<file path="src/rtl/laser_point_feeder_if.sv">
// Host/engine signal bundle for laser_point_feeder: point load port, job control,
// engine stream/result port and the valid/ready result port.
interface laser_point_feeder_if #(
  parameter int CW = 4
);
  logic          LD_VALID;
  logic          LD_READY;
  logic [CW-1:0] LD_X;
  logic [CW-1:0] LD_Y;
  logic          START;
  logic          BUSY;
  logic          ENG_RST;
  logic [CW-1:0] ENG_X;
  logic [CW-1:0] ENG_Y;
  logic          ENG_DONE;
  logic [CW-1:0] ENG_C1X;
  logic [CW-1:0] ENG_C1Y;
  logic [CW-1:0] ENG_C2X;
  logic [CW-1:0] ENG_C2Y;
  logic          RES_VALID;
  logic          RES_READY;
  logic [CW-1:0] RES_C1X;
  logic [CW-1:0] RES_C1Y;
  logic [CW-1:0] RES_C2X;
  logic [CW-1:0] RES_C2Y;
  logic          ERR;

  modport master (
    output LD_VALID, LD_X, LD_Y, START, ENG_DONE, ENG_C1X, ENG_C1Y, ENG_C2X, ENG_C2Y, RES_READY,
    input  LD_READY, BUSY, ENG_RST, ENG_X, ENG_Y, RES_VALID, RES_C1X, RES_C1Y, RES_C2X, RES_C2Y, ERR
  );

  modport slave (
    input  LD_VALID, LD_X, LD_Y, START, ENG_DONE, ENG_C1X, ENG_C1Y, ENG_C2X, ENG_C2Y, RES_READY,
    output LD_READY, BUSY, ENG_RST, ENG_X, ENG_Y, RES_VALID, RES_C1X, RES_C1Y, RES_C2X, RES_C2Y, ERR
  );
endinterface

</file>
<file path="src/rtl/laser_point_feeder.sv">
// Host-side driver for the LASER circle-cover engine: buffers NPTS points, streams them,
// waits for DONE and returns the captured circles. Optional watchdog: LPF_WATCHDOG_EN.
module laser_point_feeder #(
  parameter int NPTS    = 40,
  parameter int CW      = 4,
  parameter int TW      = 16,
  parameter int TIMEOUT = 40000
) (
  input  logic               CLK,
  input  logic               RST_N,
  laser_point_feeder_if.slave bus
);

  localparam int LW = $clog2(NPTS + 1);
  localparam int FW = $clog2(NPTS);

  if (NPTS < 2) begin : g_bad_npts
    $error("laser_point_feeder: NPTS must be at least 2");
  end
  if (TIMEOUT < 1 || TIMEOUT >= (64'd1 << TW)) begin : g_bad_timeout
    $error("laser_point_feeder: TIMEOUT must fit in TW bits");
  end

  typedef enum logic [1:0] {S_IDLE, S_FEED, S_WAIT, S_RESULT} state_t;

  state_t          state;
  state_t          state_nxt;
  logic [LW-1:0]   lcnt;
  logic [FW-1:0]   fcnt;
  logic [FW-1:0]   fidx;
  logic            full;
  logic            load_en;
  logic            start_acc;
  logic            feed_last;
  logic            done_acc;
  logic            res_acc;
  logic            wd_hit;
  logic            wd_expired;

  logic [CW-1:0]   buf_x [NPTS];
  logic [CW-1:0]   buf_y [NPTS];

  logic            eng_rst_p0;
  logic [CW-1:0]   eng_x_p0;
  logic [CW-1:0]   eng_y_p0;
  logic            res_vld_p0;
  logic [CW-1:0]   res_c1x_p0;
  logic [CW-1:0]   res_c1y_p0;
  logic [CW-1:0]   res_c2x_p0;
  logic [CW-1:0]   res_c2y_p0;

  function automatic logic [LW-1:0] sat_inc(input logic [LW-1:0] v);
    return (v == LW'(NPTS)) ? v : v + LW'(1);
  endfunction

  assign full = (lcnt == LW'(NPTS));
  assign fidx = fcnt + FW'(1);

  always_comb begin
    state_nxt = state;
    load_en   = 1'b0;
    start_acc = 1'b0;
    feed_last = 1'b0;
    done_acc  = 1'b0;
    res_acc   = 1'b0;
    wd_hit    = 1'b0;
    case (state)
      S_IDLE: begin
        load_en = bus.LD_VALID && !full;
        if (bus.START && full) begin
          start_acc = 1'b1;
          state_nxt = S_FEED;
        end
      end
      S_FEED: begin
        if (fcnt == FW'(NPTS - 1)) begin
          feed_last = 1'b1;
          state_nxt = S_WAIT;
        end
      end
      S_WAIT: begin
        // A DONE arriving in the timeout cycle still wins over the watchdog
        if (bus.ENG_DONE) begin
          done_acc  = 1'b1;
          state_nxt = S_RESULT;
        end else if (wd_expired) begin
          wd_hit    = 1'b1;
          state_nxt = S_RESULT;
        end
      end
      S_RESULT: begin
        if (bus.RES_READY) begin
          res_acc   = 1'b1;
          state_nxt = S_IDLE;
        end
      end
      default: state_nxt = S_IDLE;
    endcase
  end

  always_ff @(posedge CLK or negedge RST_N) begin
    if (!RST_N) state <= S_IDLE;
    else        state <= state_nxt;
  end

  // Point buffer: written only while loading, never reset
  always_ff @(posedge CLK) begin
    if (load_en) begin
      buf_x[lcnt] <= bus.LD_X;
      buf_y[lcnt] <= bus.LD_Y;
    end
  end

  // Stage p0: registered engine drive and captured results
  always_ff @(posedge CLK or negedge RST_N) begin
    if (!RST_N) begin
      lcnt       <= '0;
      fcnt       <= '0;
      eng_rst_p0 <= 1'b1;
      eng_x_p0   <= '0;
      eng_y_p0   <= '0;
      res_vld_p0 <= 1'b0;
      res_c1x_p0 <= '0;
      res_c1y_p0 <= '0;
      res_c2x_p0 <= '0;
      res_c2y_p0 <= '0;
    end else begin
      if (res_acc)      lcnt <= '0;
      else if (load_en) lcnt <= sat_inc(lcnt);

      if (start_acc)                         fcnt <= '0;
      else if (state == S_FEED && !feed_last) fcnt <= fidx;

      if (start_acc)               eng_rst_p0 <= 1'b0;
      else if (done_acc || wd_hit) eng_rst_p0 <= 1'b1;

      if (start_acc) begin
        eng_x_p0 <= buf_x[0];
        eng_y_p0 <= buf_y[0];
      end else if (state == S_FEED) begin
        if (feed_last) begin
          eng_x_p0 <= '0;
          eng_y_p0 <= '0;
        end else begin
          eng_x_p0 <= buf_x[fidx];
          eng_y_p0 <= buf_y[fidx];
        end
      end

      if (done_acc) begin
        res_vld_p0 <= 1'b1;
        res_c1x_p0 <= bus.ENG_C1X;
        res_c1y_p0 <= bus.ENG_C1Y;
        res_c2x_p0 <= bus.ENG_C2X;
        res_c2y_p0 <= bus.ENG_C2Y;
      end else if (wd_hit) begin
        res_vld_p0 <= 1'b1;
        res_c1x_p0 <= '0;
        res_c1y_p0 <= '0;
        res_c2x_p0 <= '0;
        res_c2y_p0 <= '0;
      end else if (res_acc) begin
        res_vld_p0 <= 1'b0;
      end
    end
  end

`ifdef LPF_WATCHDOG_EN
  logic [TW-1:0] wd_cnt;
  logic          err_p0;

  assign wd_expired = (wd_cnt == TW'(TIMEOUT - 1));

  always_ff @(posedge CLK or negedge RST_N) begin
    if (!RST_N) begin
      wd_cnt <= '0;
      err_p0 <= 1'b0;
    end else begin
      if (feed_last)             wd_cnt <= '0;
      else if (state == S_WAIT)  wd_cnt <= wd_cnt + TW'(1);

      if (wd_hit)         err_p0 <= 1'b1;
      else if (start_acc) err_p0 <= 1'b0;
    end
  end

  assign bus.ERR = err_p0;
`else
  assign wd_expired = 1'b0;
  assign bus.ERR    = 1'b0;
`endif

  assign bus.LD_READY  = (state == S_IDLE) && !full;
  assign bus.BUSY      = (state != S_IDLE);
  assign bus.ENG_RST   = eng_rst_p0;
  assign bus.ENG_X     = eng_x_p0;
  assign bus.ENG_Y     = eng_y_p0;
  assign bus.RES_VALID = res_vld_p0;
  assign bus.RES_C1X   = res_c1x_p0;
  assign bus.RES_C1Y   = res_c1y_p0;
  assign bus.RES_C2X   = res_c2x_p0;
  assign bus.RES_C2Y   = res_c2y_p0;

endmodule

</file>
<file path="src/flat_wrapper.sv">
// flat-port wrapper written by rule: the top's interface ports become plain ports
module laser_point_feeder_flat 
#(
  parameter int NPTS    = 40,
  parameter int CW      = 4,
  parameter int TW      = 16,
  parameter int TIMEOUT = 40000
)
  (CLK, RST_N, bus_LD_VALID, bus_LD_X, bus_LD_Y, bus_START, bus_ENG_DONE, bus_ENG_C1X, bus_ENG_C1Y, bus_ENG_C2X, bus_ENG_C2Y, bus_RES_READY, bus_LD_READY, bus_BUSY, bus_ENG_RST, bus_ENG_X, bus_ENG_Y, bus_RES_VALID, bus_RES_C1X, bus_RES_C1Y, bus_RES_C2X, bus_RES_C2Y, bus_ERR);
  laser_point_feeder_if #(.CW(CW)) bus_i ();
  input  logic CLK;
  input  logic RST_N;
  input wire logic [$bits(bus_i.LD_VALID)-1:0] bus_LD_VALID;
  input wire logic [$bits(bus_i.LD_X)-1:0] bus_LD_X;
  input wire logic [$bits(bus_i.LD_Y)-1:0] bus_LD_Y;
  input wire logic [$bits(bus_i.START)-1:0] bus_START;
  input wire logic [$bits(bus_i.ENG_DONE)-1:0] bus_ENG_DONE;
  input wire logic [$bits(bus_i.ENG_C1X)-1:0] bus_ENG_C1X;
  input wire logic [$bits(bus_i.ENG_C1Y)-1:0] bus_ENG_C1Y;
  input wire logic [$bits(bus_i.ENG_C2X)-1:0] bus_ENG_C2X;
  input wire logic [$bits(bus_i.ENG_C2Y)-1:0] bus_ENG_C2Y;
  input wire logic [$bits(bus_i.RES_READY)-1:0] bus_RES_READY;
  output wire logic [$bits(bus_i.LD_READY)-1:0] bus_LD_READY;
  output wire logic [$bits(bus_i.BUSY)-1:0] bus_BUSY;
  output wire logic [$bits(bus_i.ENG_RST)-1:0] bus_ENG_RST;
  output wire logic [$bits(bus_i.ENG_X)-1:0] bus_ENG_X;
  output wire logic [$bits(bus_i.ENG_Y)-1:0] bus_ENG_Y;
  output wire logic [$bits(bus_i.RES_VALID)-1:0] bus_RES_VALID;
  output wire logic [$bits(bus_i.RES_C1X)-1:0] bus_RES_C1X;
  output wire logic [$bits(bus_i.RES_C1Y)-1:0] bus_RES_C1Y;
  output wire logic [$bits(bus_i.RES_C2X)-1:0] bus_RES_C2X;
  output wire logic [$bits(bus_i.RES_C2Y)-1:0] bus_RES_C2Y;
  output wire logic [$bits(bus_i.ERR)-1:0] bus_ERR;
  assign bus_i.LD_VALID = bus_LD_VALID;
  assign bus_i.LD_X = bus_LD_X;
  assign bus_i.LD_Y = bus_LD_Y;
  assign bus_i.START = bus_START;
  assign bus_i.ENG_DONE = bus_ENG_DONE;
  assign bus_i.ENG_C1X = bus_ENG_C1X;
  assign bus_i.ENG_C1Y = bus_ENG_C1Y;
  assign bus_i.ENG_C2X = bus_ENG_C2X;
  assign bus_i.ENG_C2Y = bus_ENG_C2Y;
  assign bus_i.RES_READY = bus_RES_READY;
  assign bus_LD_READY = bus_i.LD_READY;
  assign bus_BUSY = bus_i.BUSY;
  assign bus_ENG_RST = bus_i.ENG_RST;
  assign bus_ENG_X = bus_i.ENG_X;
  assign bus_ENG_Y = bus_i.ENG_Y;
  assign bus_RES_VALID = bus_i.RES_VALID;
  assign bus_RES_C1X = bus_i.RES_C1X;
  assign bus_RES_C1Y = bus_i.RES_C1Y;
  assign bus_RES_C2X = bus_i.RES_C2X;
  assign bus_RES_C2Y = bus_i.RES_C2Y;
  assign bus_ERR = bus_i.ERR;
  laser_point_feeder #(.NPTS(NPTS), .CW(CW), .TW(TW), .TIMEOUT(TIMEOUT)) u_core (.CLK(CLK), .RST_N(RST_N), .bus(bus_i));
endmodule
</file>
<file path="config.mk">
export PLATFORM = sky130hd
export DESIGN_NAME = laser_point_feeder_flat
export DESIGN_NICKNAME = d
export VERILOG_FILES = /design/src/rtl/laser_point_feeder_if.sv /design/src/rtl/laser_point_feeder.sv /design/src/flat_wrapper.sv
export SDC_FILE = /design/constraint.sdc
export NUM_CORES = 1
export LEC_CHECK = 0
export ABC_CLOCK_PERIOD_IN_PS = 3000
export CAP_MARGIN = 20
export CORE_AREA = 2 2 212 214
export DETAILED_ROUTE_END_ITERATION = 12
export DIE_AREA = 0 0 214 216
export PLACE_DENSITY = 0.61
export REMOVE_ABC_BUFFERS = 1
export SETUP_SLACK_MARGIN = 0.4
export SLEW_MARGIN = 10
export SYNTH_ARGS = -nofsm -noshare
export SYNTH_HDL_FRONTEND = slang
export SYNTH_SLANG_ARGS = --single-unit
</file>
<file path="constraint.sdc">
create_clock -name CLK -period 3 [get_ports CLK]
set_input_delay 0.75 -clock CLK [delete_from_list [all_inputs] [get_ports CLK]]
set_output_delay 0.75 -clock CLK [all_outputs]
set_load 0.05 [all_outputs]
</file>
# == After elaboration in Yosys (flattened, before gate mapping) ==
# Memory sizes are Yosys's and may differ from the RTL's.
# Cells that the tools add are included.
# op_classes
add_sub_neg,2
mul,0
div_mod_pow,0
magnitude_cmp,0
eq_ne,10
shift,0
muxes,35
n_bitwise,0
reduce_logical,15
# ops
op,n
2-to-1 mux 4 bit,10
2-to-1 mux 6 bit,5
2-to-1 mux 1 bit,15
"adder 6 x 1 -> 6 bit, second input constant",2
"== test 6 bit, second input constant",2
nonzero test 2 bit,6
2-to-1 mux 2 bit,4
case mux 2 bit (4 select lines),1
"!= test 2 bit, second input constant",3
"== test 2 bit, second input constant",2
logical AND 1 bit,4
"!= test 2 x 1 -> 1 bit, second input constant",2
AND reduction 4 bit,1
"== test 2 x 1 -> 1 bit, second input constant",1
logical NOT 1 bit,2
logical NOT 2 bit,1
AND reduction 2 bit,1
# totals
regBits,40
latch_bits,0
ramBits,320
rom_bits,0
in_bits,30
out_inout_bits,29
word_cells,75
n_memories,2
# mem_list
name,words,width,read_ports,rd_clocked_by_memory_dff,write_ports,line,rtl
u_core.buf_x,40,4,2,0,1,laser_point_feeder.sv:40,logic [CW-1:0] buf_x [NPTS];
u_core.buf_y,40,4,2,0,1,laser_point_feeder.sv:41,logic [CW-1:0] buf_y [NPTS];

# == Logic depth before layout (Yosys ltp) ==
# Gate-level depths: netlist (run 1).
# logic_depth
word_depth,7
depth_mapped,9

# == Least setup slack after synthesis (run 1) ==
# OpenSTA, ideal clock, no wires.
# synth_path
kind,flip-flop to output port
startpoint,register u_core.state[0]
endpoint,output port bus_LD_READY
t_arrival_ps,1660
t_required_ps,2250
setup_slack_ps,590
stages_incl_launch_ff,5
path_cell_list,dfrtp_1 > inv_1 > ha_1 > inv_1 > nor2_1
# synth_via
elab_chain_cells,2
# synth_lines
element,line,rtl
from (decl),laser_point_feeder.sv:26,state_t state;
from (signal assigned),laser_point_feeder.sv:103,else state <= state_nxt;
logical NOT 2 bit,laser_point_feeder.sv:193,assign bus.LD_READY = (state == S_IDLE) && !full;
logical AND 1 bit,laser_point_feeder.sv:193,
to (decl),flat_wrapper.sv:23,output wire logic [$bits(bus_i.LD_READY)-1:0] bus_LD_READY;
# No other way between the ends.

# == Worst setup path after layout (run 1) ==
# layout_path
startpoint,"register u_core.eng_y_p0[1], in the netlist u_core.bus.ENG_Y[1]"
endpoint,output port bus_ENG_Y[1]
# layout_rtl
element,line,rtl
from (decl),laser_point_feeder.sv:45,logic [CW-1:0] eng_y_p0;
from (signal assigned),laser_point_feeder.sv:139,eng_y_p0 <= buf_y[0];
from (signal assigned),laser_point_feeder.sv:146,eng_y_p0 <= buf_y[fidx];
to (decl),flat_wrapper.sv:27,output wire logic [$bits(bus_i.ENG_Y)-1:0] bus_ENG_Y;
# No word-level cell between the ends.

==> flow_metrics.py, run 1 <==
metrics = {
    "synth": {
        "yosys_warnings": 0,
        "synth.lib_cells_used.distinct": 55,
        "synth_area_leaders": "edfxtp_1 63%, dfrtp_1 6.4%, mux4_2 4.8%",
        "syn-instance-count": 997,
        "synth_top_area_share_pct": 63.4,
        "synthArstFlopShare_pct": 11.1,
        "synth_enable_flop_cells": 320,
        "yosys.area.top_type": "edfxtp_1",
        "share_of_synthesized_area_occupied_by_flip_flops_and_latches_pct": 70.0,
        "synthesis.area_sq_mm": 0.0152,
        "syn-mean-instance-area_sq_um": 15.2,
        "primary_ff_master_synth": "edfxtp_1",
        "synth.ff_latch_count": 360,
    },
    "grt": {
        "grt_antenna_before_repair": 1,
        "pin_count_of_the_biggest_net_entering_global_routing": 97,
        "grt_util_all_layers_pct": 15.9,
        "grt_overflow_total": 0,
        "grt_pass1_vias": 9192,
        "grt_first_pass_wirelength_mm": 56.4,
    },
    "pwr": {
        "p_per_area_mw_per_mm2": 1040,
        "pwr-share-comb_pct": 43.5,
        "power.internal_mw": 11.5,
        "p_clk_share_pct": 23.8,
        "static-leakage-power_nw": 6.08,
        "ir_worst_vdd_uv": 916,
        "power_mw": 18.7,
        "net-switching-power_mw": 7.16,
        "power_switching_share_pct": 38.3,
        "sequentialPowerShare_pct": 32.7,
    },
    "critical_path": {
        "start_kind": "register",
        "cp_data_arrival_time_ns": 1.80,
        "timing.critical_path.to_type": "output port",
        "crit_buf_inv": 1,
        "cp_top_family": "buffers and inverters",
        "regToRegStartpoint": "u_core.fcnt[0]",
        "timing.critical_path.cells": "clkdlybuf4s50_1",
        "r2r_setup_slack_ns": 0.46,
        "cp_slowest_cell": "clkdlybuf4s50_1",
        "slowest_delay_ns": 0.85,
        "critical_path_peak_fanout": 2,
        "setup.worst_path.class": "reg2out",
        "worst_r2r_path_depth": 7,
        "reg2reg_to": "u_core.bus.ENG_Y[3]",
        "worst_ep_required_time_ns": 2.25,
    },
    "placement": {
        "routabilityCongestion": 0.880,
        "place.detailed.hpwl_mm": 23.4,
        "placedInstanceArea_sq_mm": 0.0167,
        "placed_cells": 1654,
        "io_buffers": 57,
    },
    "sta": {
        "fin_crit_sh_pct": 85.1,
        "report.final.setup_viol": 0,
        "final.hold.worst_slack_ns": 0.195,
        "max_clock_freq_mhz": 392,
        "final_period_minus_worst_setup_slack_ns": 2.55,
        "setup_repair_after_global_routing_missed_its_margin": "true",
        "skew_ns": 0.0153,
        "final_hold_viol_count": 0,
        "setup-tns-final_ns": 0,
        "maxSlewHeadroom_pct": 50.5,
        "timing_max_transition_violations_final": 0,
        "worst-slew-pin-transition_ns": 0.739,
    },
    "hold_path": {
        "hold_path.class": "in2async",
    },
    "finish": {
        "syn2layout_area_growth_pct": 19.1,
        "finish.cell_count_without_fillers": 1728,
        "final_layout_size_suffix_gt1_share_pct": 19.6,
        "layout.nets": 1146,
        "antennaDiodeCount": 0,
        "post-route-cell-area_sq_mm": 0.0181,
        "final_cell_mix": "320 x edfxtp_1, 126 x nand2_1, 72 x nor2_1, 71 x buf_4, 50 x clkdlybuf4s50_1",
        "layout.cells.most_common": "edfxtp_1",
    },
    "die": {
        "die_area_sq_mm": 0.0462,
        "die-width_microns": 214,
        "effective_utilization_at_floorplan_pct": 34.6,
        "design.portCount": 59,
        "placeable_core_region_sq_mm": 0.0438,
        "die_y_microns": 216,
        "rows": 77,
    },
    "status": {
        "status": "finished, final reports clean",
    },
    "routing": {
        "routed_wl_mm": 37.1,
        "dr.first_iter.drc_count": 881,
        "drt_antenna_net_count": 0,
        "drt_pre_antenna_iters": 5,
        "avgRoutedWirePerCell_microns": 21.5,
        "routed_via_density": 5.23,
        "num_vias": 9035,
        "drc": 0,
    },
    "run": {
        "cap_viol_max_count": 0,
    },
    "cts": {
        "clk-insertion-delay-late_ns": 0.53,
        "cts_root_buffer": "clkbuf_16",
        "clock_tree.htree_level_count": 2,
        "clock_path_buffers": 3,
        "clk_transition_reported_paths_ns": 0.06,
        "cts_hold_buffers": 0,
        "tritoncts_clock_tree": "built",
        "cts_buffers": 38,
        "cts.sink_count": 360,
    },
}
-- stage by stage --
| step | util (%) | worst slack [ns] |
|---|---|---|
| after floorplan | - | -2.73 |
| after global placement | 38.2 | 0.159 |
| after detailed placement | 38.2 | 0.168 |
| after CTS | 40.9 | 0.380 |
| after global routing | 41.2 | 0.380 |
| final | 41.2 | 0.447 |
-- metal layers --
layer / part of all wire (%) / track usage, % / vias up
met3: 7.5 / 3.07 / 67
li1: - / - / 4037
met2: 45 / 24.6 / 383
met5: 0 / 0 / -
met4: 2.8 / 5.03 / 0
met1: 45 / 22.6 / 4548
-- kinds of logic after synthesis --
family	synth area share, %
AO/OA/AOI/OAI	5.37
XOR/XNOR	0.825
adder cells (fa/ha/maj)	0.660
buffers and inverters	2.64
flip-flops	70.0
multiplexers	9.39
other	0.0247
AND/OR/NAND/NOR	11.1
-- worst max path at each step --
stage          cells past startpoint                 from                   to  slack (ns)
2_1_floorplan                      6       u_core.fcnt[0]  u_core.bus.ENG_X[0]       -2.73
3_3_place_gp                       6         bus_LD_VALID  u_core.buf_y[36][0]        0.16
3_5_place_dp                       6         bus_LD_VALID  u_core.buf_y[36][0]        0.17
4_1_cts                            7       u_core.fcnt[0]  u_core.bus.ENG_X[1]        0.38
5_1_grt                            6       u_core.lcnt[0]         bus_LD_READY        0.38
6_report                           1  u_core.bus.ENG_Y[1]         bus_ENG_Y[1]        0.45
-- power groups by stage --
stage	clock network, mW	logic [mW]	registers [mW]
global placement	0	7.85	6.19
finish	4.45	8.13	6.12
CTS	4.52	7.97	6.10
detailed placement	0	7.91	6.20
global route	4.73	8.70	6.16
floorplan	0	4.53	6.86
-- cell type report --
| type | count | area, sq um |
|---|---|---|
| clock buffers | 49 | 1010 |
| well taps | 592 | 741 |
| multi-input cells | 559 | 4230 |
| repair buffers | 138 | 1260 |
| fillers | 3960 | 25800 |
| flip-flops and latches | 360 | 10600 |
| clock inverters | 19 | 154 |
| inverters | 11 | 41.3 |
-- registers in the layout (all words and copies together), names as in the netlist --
register / cells
u_core.buf_x: 160
u_core.buf_y: 160
u_core.fcnt: 6
u_core.lcnt: 6
u_core.bus.ENG_X: 4
u_core.bus.ENG_Y: 4
u_core.bus.RES_C1X: 4
u_core.bus.RES_C1Y: 4
u_core.bus.RES_C2X: 4
u_core.bus.RES_C2Y: 4
u_core.state: 2
u_core.bus.ENG_RST: 1
u_core.bus.RES_VALID: 1
-- Yosys cell counts (3+ instances only) --
cell type	instances
a32oi_1	16
a221oi_1	8
xor2_1	5
nor3_1	17
a21oi_1	3
a41o_1	8
nor3b_1	32
or3_1	3
a31o_1	8
mux2i_1	42
mux2_2	24
mux4_2	32
buf_2	17
nor2_1	73
dfrtp_1	39
edfxtp_1	320
o41ai_2	8
xnor2_1	3
nand4_1	4
ha_1	8
buf_6	4
buf_4	9
nand3b_1	18
a221o_1	8
o21ai_0	3
buf_1	7
a31oi_1	18
nand3_1	44
nor2b_1	12
nand2b_1	10
nand2_1	127
clkbuf_1	28
inv_1	11
-- timing repair --
item	CTS	global route
gates resized for setup	10	22
gates cloned	0	1
pin swaps	1	2
setup buffers	4	1
endpoints found under the setup margin	9	104
No activity file was read; power rests on OpenSTA's default activity.
==> inputs of run 2 (changes only) <==
--- a/config.mk
+++ b/config.mk
@@ -5,9 +5,10 @@
 export SDC_FILE = /design/constraint.sdc
 export NUM_CORES = 1
 export LEC_CHECK = 0
-export ABC_CLOCK_PERIOD_IN_PS = 3000
+export ABC_CLOCK_PERIOD_IN_PS = 2900
 export CAP_MARGIN = 20
 export CORE_AREA = 2 2 212 214
+export CTS_CLUSTER_DIAMETER = 60
 export DETAILED_ROUTE_END_ITERATION = 12
 export DIE_AREA = 0 0 214 216
 export PLACE_DENSITY = 0.61
==> constraint.sdc (replaced) <==
create_clock -name CLK -period 2.9 [get_ports CLK]
set_input_delay 0.725 -clock CLK [delete_from_list [all_inputs] [get_ports CLK]]
set_output_delay 0.725 -clock CLK [all_outputs]
set_load 0.05 [all_outputs]
==> run 2 against run 1 <==
Effect of this change:
- via count is 1.4% higher
- combinational power increased by 11%
- sequential power increased by 3%
- sequential share of layout area decreased by 1.3 points
- utilization up 0.96 points
- clock skew grew 0.0069 ns
- sequential cell count stayed put
- critical path depth grew 4
- clock-buffer cell count is 5 higher
- critical endpoint is now u_core.bus.ENG_Y[0]
==> flow_metrics.py, run 2 (synthesis results as in run 1) <==
metrics = {
    "status": {
        "status": "finished, final reports clean",
    },
    "routing": {
        "drt_antenna_net_count": 0,
        "routed_wl_mm": 38.0,
        "drt_pre_antenna_iters": 5,
        "drc": 0,
        "avgRoutedWirePerCell_microns": 21.9,
        "dr.first_iter.drc_count": 1093,
        "num_vias": 9164,
        "routed_via_density": 5.28,
    },
    "cts": {
        "cts_root_buffer": "clkbuf_16",
        "cts.sink_count": 360,
        "tritoncts_clock_tree": "built",
        "clock_path_buffers": 3,
        "clk_transition_reported_paths_ns": 0.06,
        "cts_buffers": 41,
        "clk-insertion-delay-late_ns": 0.54,
        "cts_hold_buffers": 0,
        "clock_tree.htree_level_count": 2,
    },
    "critical_path": {
        "start_kind": "register",
        "timing.critical_path.cells": "ha_4, nor2_2, a32oi_1, a31oi_2, o41ai_2",
        "crit_buf_inv": 0,
        "cp_data_arrival_time_ns": 2.85,
        "cp_top_family": "compound AO/OA/AOI/OAI gates",
        "timing.critical_path.to_type": "register",
        "setup.worst_path.class": "reg2reg",
        "cp_slowest_cell": "nor2_2",
        "worst_ep_required_time_ns": 3.30,
        "critical_path_peak_fanout": 16,
        "slowest_delay_ns": 0.73,
    },
    "pwr": {
        "pwr-share-comb_pct": 43.5,
        "net-switching-power_mw": 7.73,
        "power.internal_mw": 13.0,
        "p_per_area_mw_per_mm2": 1120,
        "ir_worst_vdd_uv": 578,
        "static-leakage-power_nw": 6.25,
        "sequentialPowerShare_pct": 30.5,
        "power_mw": 20.7,
        "p_clk_share_pct": 26.0,
        "power_switching_share_pct": 37.4,
    },
    "die": {
        "die_y_microns": 216,
        "die-width_microns": 214,
        "design.portCount": 59,
        "die_area_sq_mm": 0.0462,
        "effective_utilization_at_floorplan_pct": 34.6,
        "placeable_core_region_sq_mm": 0.0438,
        "rows": 77,
    },
    "hold_path": {
        "hold_path.class": "in2async",
    },
    "sta": {
        "timing_max_transition_violations_final": 0,
        "fin_crit_sh_pct": 84.4,
        "skew_ns": 0.0222,
        "worst-slew-pin-transition_ns": 0.940,
        "setup_repair_after_global_routing_missed_its_margin": "true",
        "setup-tns-final_ns": 0,
        "final_period_minus_worst_setup_slack_ns": 2.45,
        "report.final.setup_viol": 0,
        "final_hold_viol_count": 0,
        "max_clock_freq_mhz": 409,
        "timing.final.ws_setup_ns": 0.453,
        "maxSlewHeadroom_pct": 37.3,
    },
    "finish": {
        "final_cell_mix": "320 x edfxtp_1, 127 x nand2_1, 71 x nor2_1, 70 x buf_4, 46 x clkbuf_16",
        "layout.cells.most_common": "edfxtp_1",
        "reg_top3": "u_core.buf_x x160, u_core.buf_y x160",
        "final_layout_size_suffix_gt1_share_pct": 21.0,
        "post-route-cell-area_sq_mm": 0.0185,
        "syn2layout_area_growth_pct": 21.9,
        "layout.nets": 1151,
        "finish.cell_count_without_fillers": 1736,
        "antennaDiodeCount": 0,
    },
    "grt": {
        "grt_overflow_total": 0,
        "pin_count_of_the_biggest_net_entering_global_routing": 66,
        "grt_antenna_before_repair": 1,
        "grt_util_all_layers_pct": 16.2,
        "grt_pass1_vias": 9058,
        "grt_first_pass_wirelength_mm": 56.5,
    },
    "run": {
        "cap_viol_max_count": 0,
    },
    "placement": {
        "pre_cts_slack_ns": 0.102,
        "place.detailed.hpwl_mm": 23.3,
        "placed_cells": 1654,
        "routabilityCongestion": 0.888,
        "placedInstanceArea_sq_mm": 0.0168,
        "io_buffers": 57,
    },
}
run 2: cell count changes in the layout (fill, tap and decap cells not counted), sizes merged:
cell,delta
clkdlybuf4s50,-5
bufbuf,+1
dlymetal6s2s,-1
dlygate4sd2,+6
inv,-1
clkinvlp,+1
bufinv,+5
clkbuf,+6
clkinv,-4
run 2: repair_timing:
action                                  CTS  global route
buffers inserted                          4             1
gates cloned                              1             2
pin swaps                                 1             5
resized for setup                        22            22
endpoints found under the setup margin   27            83
run 2: final cells by class:
class	instances	area [sq um]
Clock buffer	54	1140
Tap cell	592	741
Sequential cell	360	10600
Clock inverter	20	285
Timing Repair Buffer	140	1360
Inverter	11	41.3
Multi-Input combinational cell	559	4300
Fill cell	3918	25400
run 2: path summary, 6_finish.rpt:
path | start | endpoint | slack (ns) | cells after the start
max | u_core.fcnt[0] | u_core.bus.ENG_Y[0] | 0.45 | 5
min | RST_N | u_core.bus.RES_C1X[1] | 0.18 | 1
max reg2reg | u_core.fcnt[0] | u_core.bus.ENG_Y[0] | 0.45 | 5
min reg2reg | u_core.bus.RES_C2Y[2] | u_core.bus.RES_C2Y[2] | 0.50 | 1
max in group asynchronous | RST_N | u_core.bus.ENG_RST | 1.99 | 2
min in group CLK | u_core.bus.RES_C2Y[2] | u_core.bus.RES_C2Y[2] | 0.50 | 1
run 2: per-stage QoR:
| stage | hold WS (ns) | util [%] |
|---|---|---|
| final | 0.180 | 42.1 |
| after global routing | 0.211 | 42.1 |
| after floorplan | 0.429 | - |
| after global placement | 0.485 | 38.3 |
| after detailed placement | 0.492 | 38.3 |
| after CTS | 0.182 | 41.8 |
run 2: per-layer routing:
layer | vias up | global-route usage [%] | routed length, microns
met1 | 4643 | 21.9 | 16200
met2 | 390 | 25.3 | 17400
met3 | 77 | 3.92 | 3140
met5 | - | 0 | 0
met4 | 0 | 6.01 | 1260
li1 | 4054 | - | -
run 2: power groups by stage:
stage	Clock (mW)	Sequential, mW	Combinational [mW]
finish	5.39	6.31	8.99
global route	5.69	6.34	9.58
global placement	0	6.39	8.34
CTS	5.49	6.29	8.54
detailed placement	0	6.39	8.40
floorplan	0	7.09	4.65
